`config.mk`:
```
export PLATFORM = sky130hd
export DESIGN_NAME = div_by_five_encoder
export DESIGN_NICKNAME = d
export VERILOG_FILES = /design/src/rtl/div_by_five_pkg.sv /design/src/rtl/mod15_nibble_adder.sv /design/src/rtl/div_by_five_encoder.sv
export SDC_FILE = /design/constraint.sdc
export NUM_CORES = 1
export LEC_CHECK = 0
export BUFFER_PORTS_ARGS = -buffer_cell sky130_fd_sc_hd__buf_2
export CORE_ASPECT_RATIO = 1.2
export CORE_MARGIN = 2
export CORE_UTILIZATION = 30
export CTS_BUF_LIST = sky130_fd_sc_hd__clkbuf_8
export DETAILED_ROUTE_END_ITERATION = 8
export SLEW_MARGIN = 10
export SYNTH_ARGS = -nofsm -noshare
export SYNTH_HDL_FRONTEND = slang
export SYNTH_SLANG_ARGS = --single-unit
```
`constraint.sdc`:
```
create_clock -name clk -period 5.15 [get_ports clk]
set_clock_uncertainty 0.05 [all_clocks]
set_input_delay 0.7725 -clock clk [delete_from_list [all_inputs] [get_ports clk]]
set_output_delay 0.7725 -clock clk [all_outputs]
set_load 0.005 [all_outputs]
```
`src/rtl/div_by_five_pkg.sv`:
```
// Shared types and helpers for the divisible-by-five residue encoder and its
// downstream detector.
package div_by_five_pkg;

    localparam int NIBBLE_W = 4;

    typedef enum logic [1:0] {
        IDLE,
        ACCUM,
        DONE
    } state_t;

    // Reduce a mod-15 accumulator (0..15) to its residue mod 5.
    function automatic logic [3:0] mod5(input logic [3:0] value);
        return value % 4'd5;
    endfunction

    // Returns (5 - r) mod 5 for a residue r in 0..4.
    function automatic logic [3:0] check_nibble(input logic [3:0] r);
        logic [3:0] c;
        case (r)
            4'd0:    c = 4'd0;
            4'd1:    c = 4'd4;
            4'd2:    c = 4'd3;
            4'd3:    c = 4'd2;
            4'd4:    c = 4'd1;
            default: c = 4'd0;
        endcase
        return c;
    endfunction

endpackage

```
`src/rtl/mod15_nibble_adder.sv`:
```
// Combinational 4-bit adder with end-around carry, i.e. addition mod 15
// where 15 and 0 both represent the zero residue.
module mod15_nibble_adder
    import div_by_five_pkg::*;
(
    input  logic [NIBBLE_W-1:0] a,
    input  logic [NIBBLE_W-1:0] b,
    output logic [NIBBLE_W-1:0] sum
);

    logic [NIBBLE_W:0] raw;

    // The carry folds back in; a carry implies raw <= 30, so this never overflows.
    always_comb begin
        raw = {1'b0, a} + {1'b0, b};
        sum = raw[NIBBLE_W-1:0] + {{(NIBBLE_W-1){1'b0}}, raw[NIBBLE_W]};
    end

endmodule

```
`src/rtl/div_by_five_encoder.sv`:
```
// Residue-code encoder: folds a payload word nibble-serially mod 15 and appends
// a check nibble making the codeword {payload, check} a multiple of 5.
module div_by_five_encoder
    import div_by_five_pkg::*;
#(
    parameter int DATA_WIDTH = 28
) (
    input  logic                  clk,
    input  logic                  rst_n,
    input  logic [DATA_WIDTH-1:0] in_data,
    input  logic                  in_valid,
    output logic                  in_ready,
    output logic [DATA_WIDTH+3:0] out_data,
    output logic                  out_valid,
    input  logic                  out_ready
);

    localparam int N     = DATA_WIDTH / NIBBLE_W;
    localparam int CNT_W = (N > 1) ? $clog2(N) : 1;
    localparam logic [CNT_W-1:0] LAST_CNT = CNT_W'(N - 1);

    state_t                state;
    logic [NIBBLE_W-1:0]   acc;
    logic [NIBBLE_W-1:0]   acc_next;
    logic [CNT_W-1:0]      cnt;
    logic [DATA_WIDTH-1:0] shift;
    logic [DATA_WIDTH-1:0] payload;

    mod15_nibble_adder u_adder (
        .a   (acc),
        .b   (shift[NIBBLE_W-1:0]),
        .sum (acc_next)
    );

    // One word in flight: accept in IDLE, fold N nibbles in ACCUM, hold in DONE.
    always_ff @(posedge clk or negedge rst_n) begin
        if (!rst_n) begin
            state     <= IDLE;
            acc       <= '0;
            cnt       <= '0;
            shift     <= '0;
            payload   <= '0;
            out_data  <= '0;
            out_valid <= 1'b0;
            in_ready  <= 1'b1;
        end else begin
            case (state)
                IDLE: begin
                    if (in_valid) begin
                        payload  <= in_data;
                        shift    <= in_data;
                        acc      <= '0;
                        cnt      <= '0;
                        in_ready <= 1'b0;
                        state    <= ACCUM;
                    end
                end
                ACCUM: begin
                    acc   <= acc_next;
                    shift <= shift >> NIBBLE_W;
                    if (cnt == LAST_CNT) begin
                        out_data  <= {payload, check_nibble(mod5(acc_next))};
                        out_valid <= 1'b1;
                        state     <= DONE;
                    end else begin
                        cnt <= cnt + CNT_W'(1);
                    end
                end
                DONE: begin
                    if (out_ready) begin
                        out_valid <= 1'b0;
                        in_ready  <= 1'b1;
                        state     <= IDLE;
                    end
                end
                default: begin
                    state     <= IDLE;
                    out_valid <= 1'b0;
                    in_ready  <= 1'b1;
                end
            endcase
        end
    end

endmodule

```
==> results.md <==
* Syn Std Cell Area at 0.00424 sq mm
* Clk sinks at 98
* TritonRoute pass-1 iters at 4
* Port bufs at 64
* Syn avg cell area at around 9 sq um
* Vias per cell at ~4.8
* Crit path time final at ~4.1 ns
* Worst Max-Slew Pin Slew at 1.15 ns
* Vias in the first global route at 3,395
* Core area at 0.0138 sq mm
* Largest net degree at the start of global routing at 56
* Post-route setup TNS at 0 ns
* Worst path most repeated cell: ha_1
* Post-synth EDFFs at 0
* Postcts setup bufs at 0
* Cell row count at 47
* Final setup fails at 0
* CP peak stage delay at 0.46 ns
* Synth warnings at 0
* Worst EP required at 5.38 ns
* Clk pin slew, worst setup/hold paths at 0.09 ns
* Main synth FF type: dfrtp_1
* Cells after Synth at 469
* Layout cells sized above 1 at 17.3%
* Via count at 3,335
* Yosys cell types at 43
* Clock Path Buffers at 2
* Yosys reg bits at 98
* TritonCTS clock tree: built
* Worst Setup Start Kind: flip-flop
* Post-synthesis sequential area ratio at 57.8%
* Unrepaired setup endpoints after global routing: no
* Relative slew margins at 23.5%
* Pint at approximately 2 mW
* Slew Limit Fails at 0
* Hold/Removal Path Class: in2async
* FF-to-FF setup slack at between 1 and 1.5 ns
* Logic pwr share at 51.4%
* Global placement routability congestion at 0.852
* Clk_lat worst skew at 0.36 ns
* Fin crit share at 79.0%
* Final worst slack at around 1.1 ns
* Io pins at 66
* Die area at roughly 0.015 sq mm
* Fin nets at 570
* Net Switching at 1.58 mW
* Sw frac at 44.2%
* First-pass GRT wire length at 16.6 mm
* CP max FO at 6
* Number of CTS-inserted buffers at 9
* Area share of the largest cell type after synthesis at 57.2%
* Power density cells at ~730 mW/mm^2
* Cell taking the most area after synthesis: dfrtp_1
* Final Util at 35.5%
* Status: finished clean
* Max Clk Rate at 246 MHz
* CP cell instances: ha_1 > fa_1 > a21oi_1 > o21bai_1 > ha_1 > ha_1 > xor3_1 > inv_1 > ha_1 > nand3b_1 > a21boi_0 > o31ai_1 > a211oi_1 > nor3_1
* Grt ovf at 0
* Placed instance area at roughly 0.0047 sq mm
* DRT antenna net count at 0
* R2R depth at 14
* Antenna Cells at 0
* Sequential share of power at 36.0%
* FF-to-FF Start: acc[0]$_DFFE_PN0P_
* Die Width at between 100 and 150 um
* Post-CTS sizing at 0
* Critical Path Sink Type: flip-flop
* Area Growth Syn to Fin at 15.7%
* Routed WL per cell at 14.1 um
* Leak Pwr at 2.63 nW
* Detailed placer's ending HPWL at between 6 and 7 mm
* Synth async-reset ratio at 100%
* Post-cts hold buffer count at 0
* Crit Path Category: reg2reg
* Die H at 134 um
* Clock root cell: clkbuf_8
* DRC violation total after the first TritonRoute iteration at 117
* Total GRT Usage at 13.7%
* Reg-to-reg endpoint: out_data[1]$_DFFE_PN0P_
* Drt drc at 0
* Synthesized Nets at between 500 and 600
* CP max-delay cell: o31ai_1
* Final hold slack at between 0.3 and 0.4 ns
* Worst vdd ir at 331 uV
* Synth top area cells: dfrtp_1 57%, nand2_1 21%, ha_1 2.9%
* Max_cap viols at 0
* Final Cell Area at a little under 0.005 sq mm
* Worst path arrival time at ~4.3 ns
* Place WS at 1.16 ns
* Hold Fails Final Rpt at 0
* Initial Util at 30.7%
* Clk pwr share at 12.7%
* H-tree depth at 3
* Antenna violations before repair at 0
* Final WL at 9.91 mm
[metal layers]
metal	vias to the layer above	GRT usage, %	wire length, um
li1	1633	-	-
met1	1614	17.5	4450
met2	75	23.1	4920
met3	13	2.94	400
met4	0	5.08	139
met5	-	0	0
[worst max path at each step]
stage | start | end | slack (ns)
final | acc[0]$_DFFE_PN0P_ | out_data[1]$_DFFE_PN0P_ | 1.08
after global routing | acc[0]$_DFFE_PN0P_ | out_data[1]$_DFFE_PN0P_ | 0.88
after CTS | acc[0]$_DFFE_PN0P_ | out_data[1]$_DFFE_PN0P_ | 1.14
after detailed placement | acc[0]$_DFFE_PN0P_ | out_data[1]$_DFFE_PN0P_ | 1.16
after global placement | acc[0]$_DFFE_PN0P_ | out_data[1]$_DFFE_PN0P_ | 1.36
after floorplan | acc[0]$_DFFE_PN0P_ | out_data[1]$_DFFE_PN0P_ | 1.52
[final cells by class]
| class | instances | area [sq um] |
|---|---|---|
| Clock buffer | 10 | 138 |
| Clock inverter | 5 | 30.0 |
| Fill cell | 1435 | 8910 |
| Inverter | 8 | 30.0 |
| Multi-Input combinational cell | 340 | 1670 |
| Sequential cell | 98 | 2450 |
| Tap cell | 171 | 214 |
| Timing Repair Buffer | 70 | 368 |
[logic make-up (layout without fill, tap and decap cells)]
logic type,count (synthesis),after routing,synth area share (%)
AND/OR/NAND/NOR,275,275,26.0
XOR/XNOR,3,3,0.973
buffers and inverters,31,93,3.01
AO/OA/AOI/OAI,49,49,8.44
flip-flops,98,98,57.8
other,1,1,0.0884
multiplexers,1,1,0.236
adder cells (fa/ha/maj),11,11,3.42
[registers in the layout (all words and copies together), names as in the netlist]
| name | count |
|---|---|
| acc | 4 |
| cnt | 3 |
| in_ready | 1 |
| out_data | 31 |
| out_valid | 1 |
| payload | 28 |
| shift | 28 |
| state | 2 |
[critical path, delay by kind of cell, from the launching register on]
kind,cells,cell delay (ns)
and+or+nand+nor,2,0.41
DFF,1,0.39
xor gates and xnor gates,1,0.44
buffers and inverters,1,0.25
adders and majority gates,5,1.47
AOI/OAI and AO/OA,5,0.97
[synthesized netlist by cell type, types with 2 or more instances]
cell	instances
dfrtp_1	97
clkbuf_1	20
nand2_1	237
a22oi_1	11
xnor2_1	2
and3_1	2
a21oi_1	7
nand3_1	18
a21o_1	2
nor2_1	6
o32a_1	2
nor2b_1	2
a211oi_1	3
nor3_1	2
inv_1	8
o21ai_1	2
ha_1	10
o31ai_1	3
nand3b_1	2
o21ai_0	10
[per-stage QoR]
stage,std cells,power [mW]
2_1_floorplan,469,2.64
3_3_place_gp,687,2.99
3_5_place_dp,687,3.12
4_1_cts,702,3.58
5_1_grt,702,3.89
6_report,702,3.56
[cells in the final DEF (no fill, tap or decap), types with 3 or more instances in the layout]
| cell type | instances |
|---|---|
| ha_1 | 10 |
| buf_2 | 63 |
| o21ai_0 | 10 |
| inv_1 | 9 |
| nand2_1 | 237 |
| a211oi_1 | 3 |
| nor2_1 | 4 |
| o31ai_1 | 3 |
| a22oi_1 | 11 |
| dfrtp_1 | 97 |
| buf_4 | 7 |
| clkbuf_8 | 10 |
| a21oi_1 | 7 |
| nand3_1 | 18 |
[power by group through the flow]
stage                     Combinational, mW  Clock, mW  Sequential [mW]
final                                  1.83      0.451             1.28
after global routing                   2.06      0.506             1.32
after CTS                              1.83      0.467             1.28
after detailed placement               1.82          0             1.30
after global placement                 1.70          0             1.29
after floorplan                        1.37          0             1.27
No activity file was read; power rests on OpenSTA's default activity.
